`config.mk`:
```
export PLATFORM = sky130hd
export DESIGN_NAME = ysyx_25040129_wb_sched
export DESIGN_NICKNAME = d
export VERILOG_FILES = /design/src/rtl/ysyx_25040129_wb_sched.sv
export SDC_FILE = /design/constraint.sdc
export NUM_CORES = 1
export LEC_CHECK = 0
export ABC_CLOCK_PERIOD_IN_PS = 3700
export BUFFER_PORTS_ARGS = -buffer_cell sky130_fd_sc_hd__buf_2
export CORE_UTILIZATION = 43
export CTS_BUF_LIST = sky130_fd_sc_hd__clkbuf_8
export DETAILED_ROUTE_END_ITERATION = 6
export GPL_ROUTABILITY_DRIVEN = 0
export PLACE_DENSITY = 0.88
export SLEW_MARGIN = 20
export SYNTH_ARGS = -nofsm -noshare
export SYNTH_HDL_FRONTEND = slang
export SYNTH_SLANG_ARGS = --single-unit
```
`constraint.sdc`:
```
create_clock -name clk -period 3.7 [get_ports clk]
set_input_delay 0 -clock clk [delete_from_list [all_inputs] [get_ports clk]]
set_output_delay 0 -clock clk [all_outputs]
set_load 0.01 [all_outputs]
```
`src/rtl/ysyx_25040129_wb_sched.sv`:
```
// Write-back arbiter (EXU vs LSU, round-robin) and RAW/WAW register scoreboard for RV32E.
// Optional same-cycle forwarding of the committing result: define YSYX_25040129_WB_BYPASS_EN.
module ysyx_25040129_wb_sched #(
  parameter int XLEN = 32,
  parameter int NREG = 16
) (
  input  logic            clk,
  input  logic            rst,
  input  logic            iss_valid,
  output logic            iss_ready,
  input  logic [4:0]      iss_rd,
  input  logic            iss_rd_wen,
  input  logic [4:0]      iss_src1_id,
  input  logic [4:0]      iss_src2_id,
  input  logic            iss_src1_use,
  input  logic            iss_src2_use,
  input  logic            ex_valid,
  output logic            ex_ready,
  input  logic [4:0]      ex_rd,
  input  logic [XLEN-1:0] ex_data,
  input  logic            ls_valid,
  output logic            ls_ready,
  input  logic [4:0]      ls_rd,
  input  logic [XLEN-1:0] ls_data,
  output logic [4:0]      rf_rd,
  output logic            rf_reg_write,
  output logic [XLEN-1:0] rf_result,
  output logic [NREG-1:0] busy_vec
`ifdef YSYX_25040129_WB_BYPASS_EN
  ,
  output logic            fwd_src1_en,
  output logic            fwd_src2_en,
  output logic [XLEN-1:0] fwd_data
`endif
);

  localparam int IW = $clog2(NREG);

  logic [NREG-1:0] busy_q, busy_d;
  logic            last_ls_q, last_ls_d;

  logic            gnt_ex, gnt_ls, gnt_any;
  logic [4:0]      cm_rd;
  logic [XLEN-1:0] cm_data;
  logic [IW-1:0]   cm_idx;
  logic            cm_we;

  logic [IW-1:0]   iss_idx, src1_idx, src2_idx;
  logic [NREG-1:0] clr_vec, rsv_vec, haz_vec;
  logic            src1_haz, src2_haz, waw_haz, reserve;

  // Bit 4 of every register index is architecturally meaningless in RV32E.
  logic unused_idx_bits;
  assign unused_idx_bits = ^{iss_rd[4], iss_src1_id[4], iss_src2_id[4]};

  // Both valid: the requester not granted last wins; outputs are held low during reset.
  always_comb begin
    gnt_ex  = rst & ex_valid & (~ls_valid | last_ls_q);
    gnt_ls  = rst & ls_valid & (~ex_valid | ~last_ls_q);
    gnt_any = gnt_ex | gnt_ls;
  end

  always_comb begin
    cm_rd   = '0;
    cm_data = '0;
    if (gnt_ex) begin
      cm_rd   = ex_rd;
      cm_data = ex_data;
    end else if (gnt_ls) begin
      cm_rd   = ls_rd;
      cm_data = ls_data;
    end
  end

  assign cm_idx = cm_rd[IW-1:0];
  assign cm_we  = gnt_any & (cm_idx != '0);

  always_comb begin
    last_ls_d = last_ls_q;
    if (gnt_ls) begin
      last_ls_d = 1'b1;
    end else if (gnt_ex) begin
      last_ls_d = 1'b0;
    end
  end

  assign iss_idx  = iss_rd[IW-1:0];
  assign src1_idx = iss_src1_id[IW-1:0];
  assign src2_idx = iss_src2_id[IW-1:0];

  // Per-register clear/reserve decode; reserve overrides a same-edge clear.
  genvar gi;
  generate
    for (gi = 0; gi < NREG; gi++) begin : g_sb
      assign clr_vec[gi] = cm_we & (cm_idx == IW'(gi));
      assign rsv_vec[gi] = reserve & (iss_idx == IW'(gi));
      assign busy_d[gi]  = rsv_vec[gi] | (busy_q[gi] & ~clr_vec[gi]);
`ifdef YSYX_25040129_WB_BYPASS_EN
      assign haz_vec[gi] = busy_q[gi] & ~clr_vec[gi];
`else
      assign haz_vec[gi] = busy_q[gi];
`endif
    end
  endgenerate

  always_comb begin
    src1_haz  = iss_src1_use & haz_vec[src1_idx];
    src2_haz  = iss_src2_use & haz_vec[src2_idx];
    waw_haz   = iss_rd_wen & haz_vec[iss_idx];
    iss_ready = rst & ~(src1_haz | src2_haz | waw_haz);
    reserve   = iss_valid & iss_ready & iss_rd_wen & (iss_idx != '0);
  end

  always_ff @(posedge clk or negedge rst) begin
    if (!rst) begin
      busy_q    <= '0;
      last_ls_q <= 1'b1;
    end else begin
      busy_q    <= busy_d;
      last_ls_q <= last_ls_d;
    end
  end

  assign ex_ready     = gnt_ex;
  assign ls_ready     = gnt_ls;
  assign rf_rd        = cm_rd;
  assign rf_reg_write = cm_we;
  assign rf_result    = cm_data;
  assign busy_vec     = busy_q;

`ifdef YSYX_25040129_WB_BYPASS_EN
  assign fwd_src1_en = iss_src1_use & cm_we & (src1_idx == cm_idx);
  assign fwd_src2_en = iss_src2_use & cm_we & (src2_idx == cm_idx);
  assign fwd_data    = cm_data;
`endif

endmodule

```
==> reports/qor.json, run 1 <==
{
  "worst_setup_path": {
    "path_buf_inv": 1,
    "ordered_list_of_cells_on_the_worst_path": "mux4_2 > o2111ai_2 > o2111ai_2 > nor3b_1 > buf_2",
    "crit_path_max_fanout": 16,
    "start_kind": "register",
    "setup.worst_path.end_class": "output port",
    "worstPathRequired_ns": 3.70,
    "critPathLaunch": "busy_vec[7]",
    "data_arrival_critical_path_ns": 2.32,
    "criticalPathCategory": "register to output port",
    "crit_path_frequent_cell": "o2111ai_2",
    "worstReg2RegStart": "last_ls_q",
    "critPathSlowestCell": "mux4_2",
    "max_stage_delay_ns": 0.52,
    "crit_family": "compound AO/OA/AOI/OAI gates"
  },
  "synth": {
    "synth.yosys.warnings": 0,
    "synth_flop_cell": "dfrtp_1",
    "synthesis.instances": 207,
    "synth_async_sr_flop_share_pct": 100,
    "post-synth-top-count-cell": "a22o_1",
    "syn_nets": 304,
    "mapped_area_mm2": 0.00186,
    "synth.cells.most_frequent": "a22o_1 (33), o21ai_0 (17), dfrtp_1 (16)",
    "yosys-top-cells-area": "dfrtp_1 (21%), a22o_1 (16%), mux4_2 (7.2%)",
    "synthesis.area_per_instance_um2": 9.01,
    "post_synth_num_cell_types": 45,
    "synth.yosys.seq_area_share_pct": 22.9,
    "synth_largest_type_area_fraction_pct": 21.5,
    "total_of_flip_flops_plus_latches_after_synthesis": 17,
    "synth-edff-count": 0,
    "synth_top_area_cell": "dfrtp_1"
  },
  "drt": {
    "final_antenna_net_count": 0,
    "drt-total-wl_um": 6950,
    "detailedRoute.firstPassIterationCount": 5,
    "detail_routed_net_length_per_standard_cell_um": 17.8,
    "routed-via-count": 2422,
    "drc": 0,
    "drt_iter0_drc": 256,
    "viasPerCell": 6.19
  },
  "clocking": {
    "cts.sinks": 17,
    "tritoncts": "done",
    "clock_tree.htree_level_count": 1,
    "cts.reportedPaths.clkPinSlew_ns": 0.07,
    "clk_latency_ns": 0.25,
    "cts_inserted_buffers": 3,
    "cts.path.max_buffers": 2,
    "clock_tree.root_cell": "clkbuf_8"
  },
  "timing": {
    "report.final.slew_viol_count": 0,
    "timing.slew.headroom_pct": 54.1,
    "fin_crit_sh_pct": 62.6,
    "rsz0062_at_grt": "false",
    "setup_tns_ns": 0,
    "worst_pin_slew_ns": 0.688,
    "final.min_clock_period_ns": 2.32,
    "finalClockSkew_ns": 0.00736,
    "timing.final.setup_violations": 0,
    "fmaxAchievable_ghz": 0.432,
    "hold_violations": 0,
    "setup_ws_ns": 1.38
  },
  "cells_and_area": {
    "syn2layout_area_growth_pct": 41.1,
    "layout_cells_sized_above_1_pct": 50.7,
    "final_net_count": 439,
    "antenna_cells_inserted": 0,
    "postLayoutCoreUtil_pct": 64.4,
    "fillers": 341,
    "layout.cell_area.non_filler_mm2": 0.00263
  },
  "global_route": {
    "global_route.usage.total_pct": 26.6,
    "antenna_found_initial": 0,
    "first_global_vias": 1809,
    "grt.overflow.total": 0,
    "first_pass_grt_wire_length_um": 9090,
    "largest_net_degree_at_the_start_of_global_routing": 37
  },
  "pwr": {
    "powerDensity_mw_per_mm2": 301,
    "worst_ir_drop_vdd_mv": 0.133,
    "leakagePower_nw": 1.34,
    "total_power_uw": 791
  },
  "floorplanning": {
    "die_w_um": 67.8,
    "die_area_mm2": 0.00460,
    "die_height_um": 67.8,
    "ios": 154,
    "initial_utilization_pct": 45.6,
    "count_of_standard_cell_rows": 23,
    "core-area_mm2": 0.00409
  },
  "placed_design": {
    "postPlaceCellArea_mm2": 0.00258,
    "place.port_buffers": 150,
    "pre_cts_ws_ns": 1.50,
    "dpl.hpwl_um": 5420
  },
  "status": {
    "outcome": "finished, final reports clean"
  },
  "worst_hold_path": {
    "hold_path_startpoint": "iss_rd[2]",
    "hold_class": "primary input to register"
  },
  "run": {
    "cap_viol_max_count": 0
  }
}
-- where the power goes --
part           switching [mW]  internal (mW)  total [mW]  leakage, nW
clock network          0.0624         0.0736       0.136       0.0269
logic                   0.200          0.179       0.378         1.09
registers              0.0566          0.220       0.277        0.224
-- cell type report --
class | count | area, um^2 | area share [%]
Clock buffer | 3 | 41.3 | 1.57
Clock inverter | 1 | 3.75 | 0.143
Inverter | 4 | 15.0 | 0.571
Multi-Input combinational cell | 162 | 1300 | 49.4
Sequential cell | 17 | 427 | 16.2
Tap cell | 50 | 62.6 | 2.38
Timing Repair Buffer | 154 | 783 | 29.8
-- registers in the layout, summed over array words and instances (netlist names) --
register and count:
busy_vec 16, last_ls_q 1
-- cell usage in the layout (no fill, tap or decap), types with 3 or more instances in the layout --
| cell type | count |
|---|---|
| a22o_1 | 33 |
| o21ai_0 | 17 |
| dfrtp_1 | 16 |
| o41ai_1 | 10 |
| mux4_2 | 6 |
| nor2_1 | 4 |
| nand4_1 | 10 |
| nor3_1 | 6 |
| and2_1 | 5 |
| inv_1 | 5 |
| nor2b_1 | 5 |
| mux2i_1 | 11 |
| nand2_1 | 8 |
| clkbuf_8 | 3 |
| buf_4 | 3 |
| a32o_1 | 4 |
| buf_2 | 150 |
| o31ai_1 | 4 |
| nand3_1 | 6 |
| nand2b_1 | 5 |
-- per-stage QoR --
step / hold slack, ns / instances
floorplan: -0.296 / 207
finish: 0.131 / 391
detailed placement: 0.00510 / 386
global route: 0.151 / 391
CTS: 0.128 / 391
global placement: -0.00456 / 386
-- tightest hold or removal path: stages --
cell and delay (ns):
buf_2 0.16, nor2_1 0.08, nand2_1 0.06, o41ai_1 0.06
-- layer usage --
layer	up-vias	routed length, um	global-route usage, %
li1	1116	-	-
met1	1126	2900	39.1
met2	168	3190	37.9
met3	12	725	5.00
met4	0	130	10.7
met5	-	0	0
-- worst paths after layout --
| check | end | slack (ns) | cells after the start |
|---|---|---|---|
| hold / removal | busy_vec[1] | 0.13 | 4 |
| setup reg to reg | busy_vec[1] | 1.45 | 6 |
| setup / recovery | iss_ready | 1.38 | 5 |
| max in group asynchronous | last_ls_q | 3.06 | 2 |
| min in group asynchronous | busy_vec[11] | 0.26 | 2 |
| hold reg to reg | busy_vec[0] | 0.48 | 0 |
-- kinds of logic after synthesis --
| logic type | Yosys count | synth area share, % |
|---|---|---|
| simple gates | 61 | 18.9 |
| buf+inv | 28 | 7.45 |
| flops | 17 | 22.9 |
| mux | 18 | 13.8 |
| compound gates | 83 | 37.0 |
-- timing repair --
action / CTS / global route
endpoints found under the hold margin: 16 / 0
gates resized for setup: 0 / 0
setup buffers: 0 / 0
hold buffers: 1 / 0
No activity file was read; power rests on OpenSTA's default activity.
==> run 2, diff against run 1 <==
- ABC_CLOCK_PERIOD_IN_PS: 3700 -> 2250
- CORE_UTILIZATION: 43 -> 40
- PLACE_DENSITY: 0.88 -> 0.83
- clock period: 3.7 -> 2.25 ns (I/O delays scaled with it)
==> run 2 against run 1 <==
Compared with the run above:
- sequential share of layout area decreased by 0.62 points
- die area grew 7.3%
- clock power is 68% higher
- cell count increased by 3.6%
- non-clock buffer count is 12 higher
- combinational power rose by 86%
- count of clock-buffer cells in the layout did not move
- final area rose by 3.9%
- setup slack worse by 1.3 ns
- first-iteration DRC count decreased by 18%
- wire length increased by 6.6%
- largest cell class unchanged
==> reports/qor.json, run 2 (synthesis gave the netlist of run 1 again) <==
{
  "status": {
    "outcome": "finished, final reports clean"
  },
  "timing": {
    "fin_crit_sh_pct": 96.6,
    "final.hold.worst_slack": {"value": 0.136, "unit": "ns", "change": "+0.00504 ns"},
    "setup_tns": {"value": 0, "unit": "ns", "change": "unchanged"},
    "timing.slew.headroom": {"value": 67.9, "unit": "%", "change": "+14 points"},
    "finalClockSkew": {"value": 0.00896, "unit": "ns", "change": "+0.00160 ns"},
    "hold_violations": {"value": 0, "change": "unchanged"},
    "fmaxAchievable_ghz": 0.460,
    "worst_pin_slew": {"value": 0.480, "unit": "ns", "change": "-0.208 ns"},
    "rsz0062_at_grt": "false",
    "final.min_clock_period_ns": 2.17,
    "report.final.slew_viol_count": {"value": 0, "change": "unchanged"},
    "timing.final.setup_violations": {"value": 0, "change": "unchanged"}
  },
  "drt": {
    "met1_length": {"value": 3170, "unit": "um", "change": "+9.4%"},
    "viasPerCell": {"value": 6.14, "change": "-0.87%"},
    "detailedRoute.firstPassIterationCount": {"value": 5, "change": "unchanged"},
    "routed-via-count": {"value": 2487, "change": "+2.7%"},
    "drt-total-wl": {"value": 7410, "unit": "um", "change": "+6.6%"},
    "detail_routed_net_length_per_standard_cell": {"value": 18.3, "unit": "um", "change": "+2.9%"},
    "met3RoutedLength": {"value": 683, "unit": "um", "change": "-5.8%"},
    "detailroute.wirelength.met2": {"value": 3410, "unit": "um", "change": "+6.7%"},
    "final_antenna_net_count": {"value": 0, "change": "unchanged"},
    "drc": {"value": 0, "change": "unchanged"},
    "drt_iter0_drc": {"value": 210, "change": "-18%"},
    "highest_layer": "met4"
  },
  "worst_setup_path": {
    "start_kind": "register",
    "reg2regPathDepth": {"value": 5, "change": "-1"},
    "reg2reg_setup_slack": {"value": 0.11, "unit": "ns", "change": "-1.34 ns"},
    "setup.worst_path.end_class": "output port",
    "worstPathRequired": {"value": 2.25, "unit": "ns", "change": "-1.45 ns"},
    "critPathSlowestCell": "mux4_2",
    "criticalPathCategory": "register to output port",
    "data_arrival_critical_path": {"value": 2.17, "unit": "ns", "change": "-0.15 ns"},
    "ordered_list_of_cells_on_the_worst_path": "mux4_2 > o2111ai_4 > nand2_2 > nor3b_1 > buf_2",
    "rr_endpoint": "busy_vec[1]",
    "worstReg2RegStart": "busy_vec[10]",
    "crit_path_max_fanout": {"value": 9, "change": "-7"},
    "max_stage_delay": {"value": 0.51, "unit": "ns", "change": "about the same"}
  },
  "clocking": {
    "tritoncts": "done",
    "clock_tree.htree_level_count": {"value": 1, "change": "unchanged"},
    "cts.path.max_buffers": {"value": 2, "change": "unchanged"},
    "clock_tree.root_cell": "clkbuf_8",
    "cts.sinks": {"value": 17, "change": "unchanged"},
    "clk_latency": {"value": 0.26, "unit": "ns", "change": "about the same"},
    "cts_inserted_buffers": {"value": 3, "change": "unchanged"},
    "cts.reportedPaths.clkPinSlew": {"value": 0.07, "unit": "ns", "change": "about the same"}
  },
  "cells_and_area": {
    "antenna_cells_inserted": {"value": 0, "change": "unchanged"},
    "mostFrequentLayoutCell": "buf_2",
    "final_net_count": {"value": 451, "change": "+2.7%"},
    "largest_register_ffs": {"value": 16, "change": "unchanged"},
    "most-common-layout-cells": "buf_2 (150), a22o_1 (33), o21ai_0 (17), dfrtp_1 (16), buf_4 (15)",
    "layout.cell_area.non_filler": {"value": 0.00274, "unit": "mm^2", "change": "+3.9%"},
    "syn2layout_area_growth_pct": 46.7,
    "stdcell_count": {"value": 405, "change": "+3.6%"},
    "fillers": {"value": 363, "change": "+6.5%"},
    "layout_cells_sized_above_1": {"value": 52.4, "unit": "%", "change": "+1.7 points"}
  },
  "worst_hold_path": {
    "hold_class": "primary input to register",
    "timing.hold.worst_path_depth": {"value": 3, "change": "-1"},
    "hold_path_startpoint": "iss_rd[0]",
    "worst_hold_endpoint": "busy_vec[11]"
  },
  "floorplanning": {
    "die_w": {"value": 70.3, "unit": "um", "change": "+3.6%"},
    "die_area": {"value": 0.00494, "unit": "mm^2", "change": "+7.3%"},
    "die_height": {"value": 70.3, "unit": "um", "change": "+3.6%"},
    "count_of_standard_cell_rows": {"value": 24, "change": "+4.3%"},
    "ios": {"value": 154, "change": "unchanged"},
    "core-area": {"value": 0.00441, "unit": "mm^2", "change": "+8.0%"},
    "initial_utilization": {"value": 42.2, "unit": "%", "change": "-3.4 points"}
  },
  "pwr": {
    "leakagePower": {"value": 1.40, "unit": "nW", "change": "+4.5%"},
    "powerDensity": {"value": 498, "unit": "mW/mm^2", "change": "+65%"},
    "worst_ir_drop_vdd": {"value": 0.251, "unit": "mV", "change": "+89%"}
  },
  "placed_design": {
    "place.port_buffers": {"value": 150, "change": "unchanged"},
    "number_of_cells_after_detailed_placement": {"value": 398, "change": "+3.1%"},
    "dpl.hpwl": {"value": 5710, "unit": "um", "change": "+5.3%"},
    "postPlaceCellArea": {"value": 0.00265, "unit": "mm^2", "change": "+3.0%"}
  },
  "global_route": {
    "global_route.usage.total": {"value": 28.0, "unit": "%", "change": "+1.4 points"},
    "first_pass_grt_wire_length": {"value": 11100, "unit": "um", "change": "+22%"},
    "antenna_found_initial": {"value": 0, "change": "unchanged"},
    "first_global_vias": {"value": 2171, "change": "+20%"},
    "largest_net_degree_at_the_start_of_global_routing": {"value": 36, "change": "-2.7%"},
    "grt.overflow.total": {"value": 0, "change": "unchanged"}
  },
  "run": {
    "cap_viol_max_count": {"value": 0, "change": "unchanged"}
  }
}
==> run 2: worst max-delay path by stage <==
stage / startpoint / endpoint / slack, ns / cells past startpoint
floorplan: busy_vec[7] / iss_ready / 0.43 / 5
global placement: busy_vec[7] / busy_vec[9] / 0.23 / 4
detailed placement: busy_vec[0] / busy_vec[9] / 0.1 / 4
CTS: last_ls_q / rf_reg_write / 0.07 / 5
global route: busy_vec[11] / iss_ready / 0.01 / 5
finish: busy_vec[10] / iss_ready / 0.08 / 5
==> run 2: report_power, final <==
group	switching [mW]	internal, mW
logic	0.374	0.328
clock network	0.107	0.121
registers	0.0674	0.362
==> run 2: through the flow <==
step / worst slack (ns) / total power [mW] / utilization, %
after floorplan: 0.434 / 0.789 / -
after global placement: 0.230 / 1.09 / 60.1
after detailed placement: 0.0983 / 1.11 / 60.1
after CTS: 0.0717 / 1.35 / 62.0
after global routing: 0.0148 / 1.42 / 62.0
final: 0.0764 / 1.36 / 62.0
==> run 2: final cells by class <==
type	count	area, um^2	area share [%]
timing repair buffer	166	873	31.9
inverter	4	15.0	0.549
clock inverter	1	3.75	0.137
tap	52	65.1	2.38
multi-input combinational	162	1310	47.9
clock buffer	3	41.3	1.51
sequential	17	427	15.6
==> run 2: per-layer routing <==
layer / vias up / global-route usage, %
li1: 1137 / -
met1: 1165 / 41.0
met2: 168 / 41.2
met3: 17 / 5.19
met4: 0 / 9.11
met5: - / 0
==> run 2: worst max-delay path: cells and delay by family (launching register included) <==
kind / cells / cell delay [ns]
compound gates: 1 / 0.34
flops: 1 / 0.45
simple gates: 2 / 0.44
mux: 1 / 0.51
buf+inv: 1 / 0.17
==> run 2: repair_timing <==
action / CTS / global route
endpoints found under the setup margin: 1 / 1
endpoints found under the hold margin: 8 / 0
pin swaps: 1 / 0
hold buffers: 1 / 0
buffers inserted: 2 / 0
resized for setup: 1 / 1
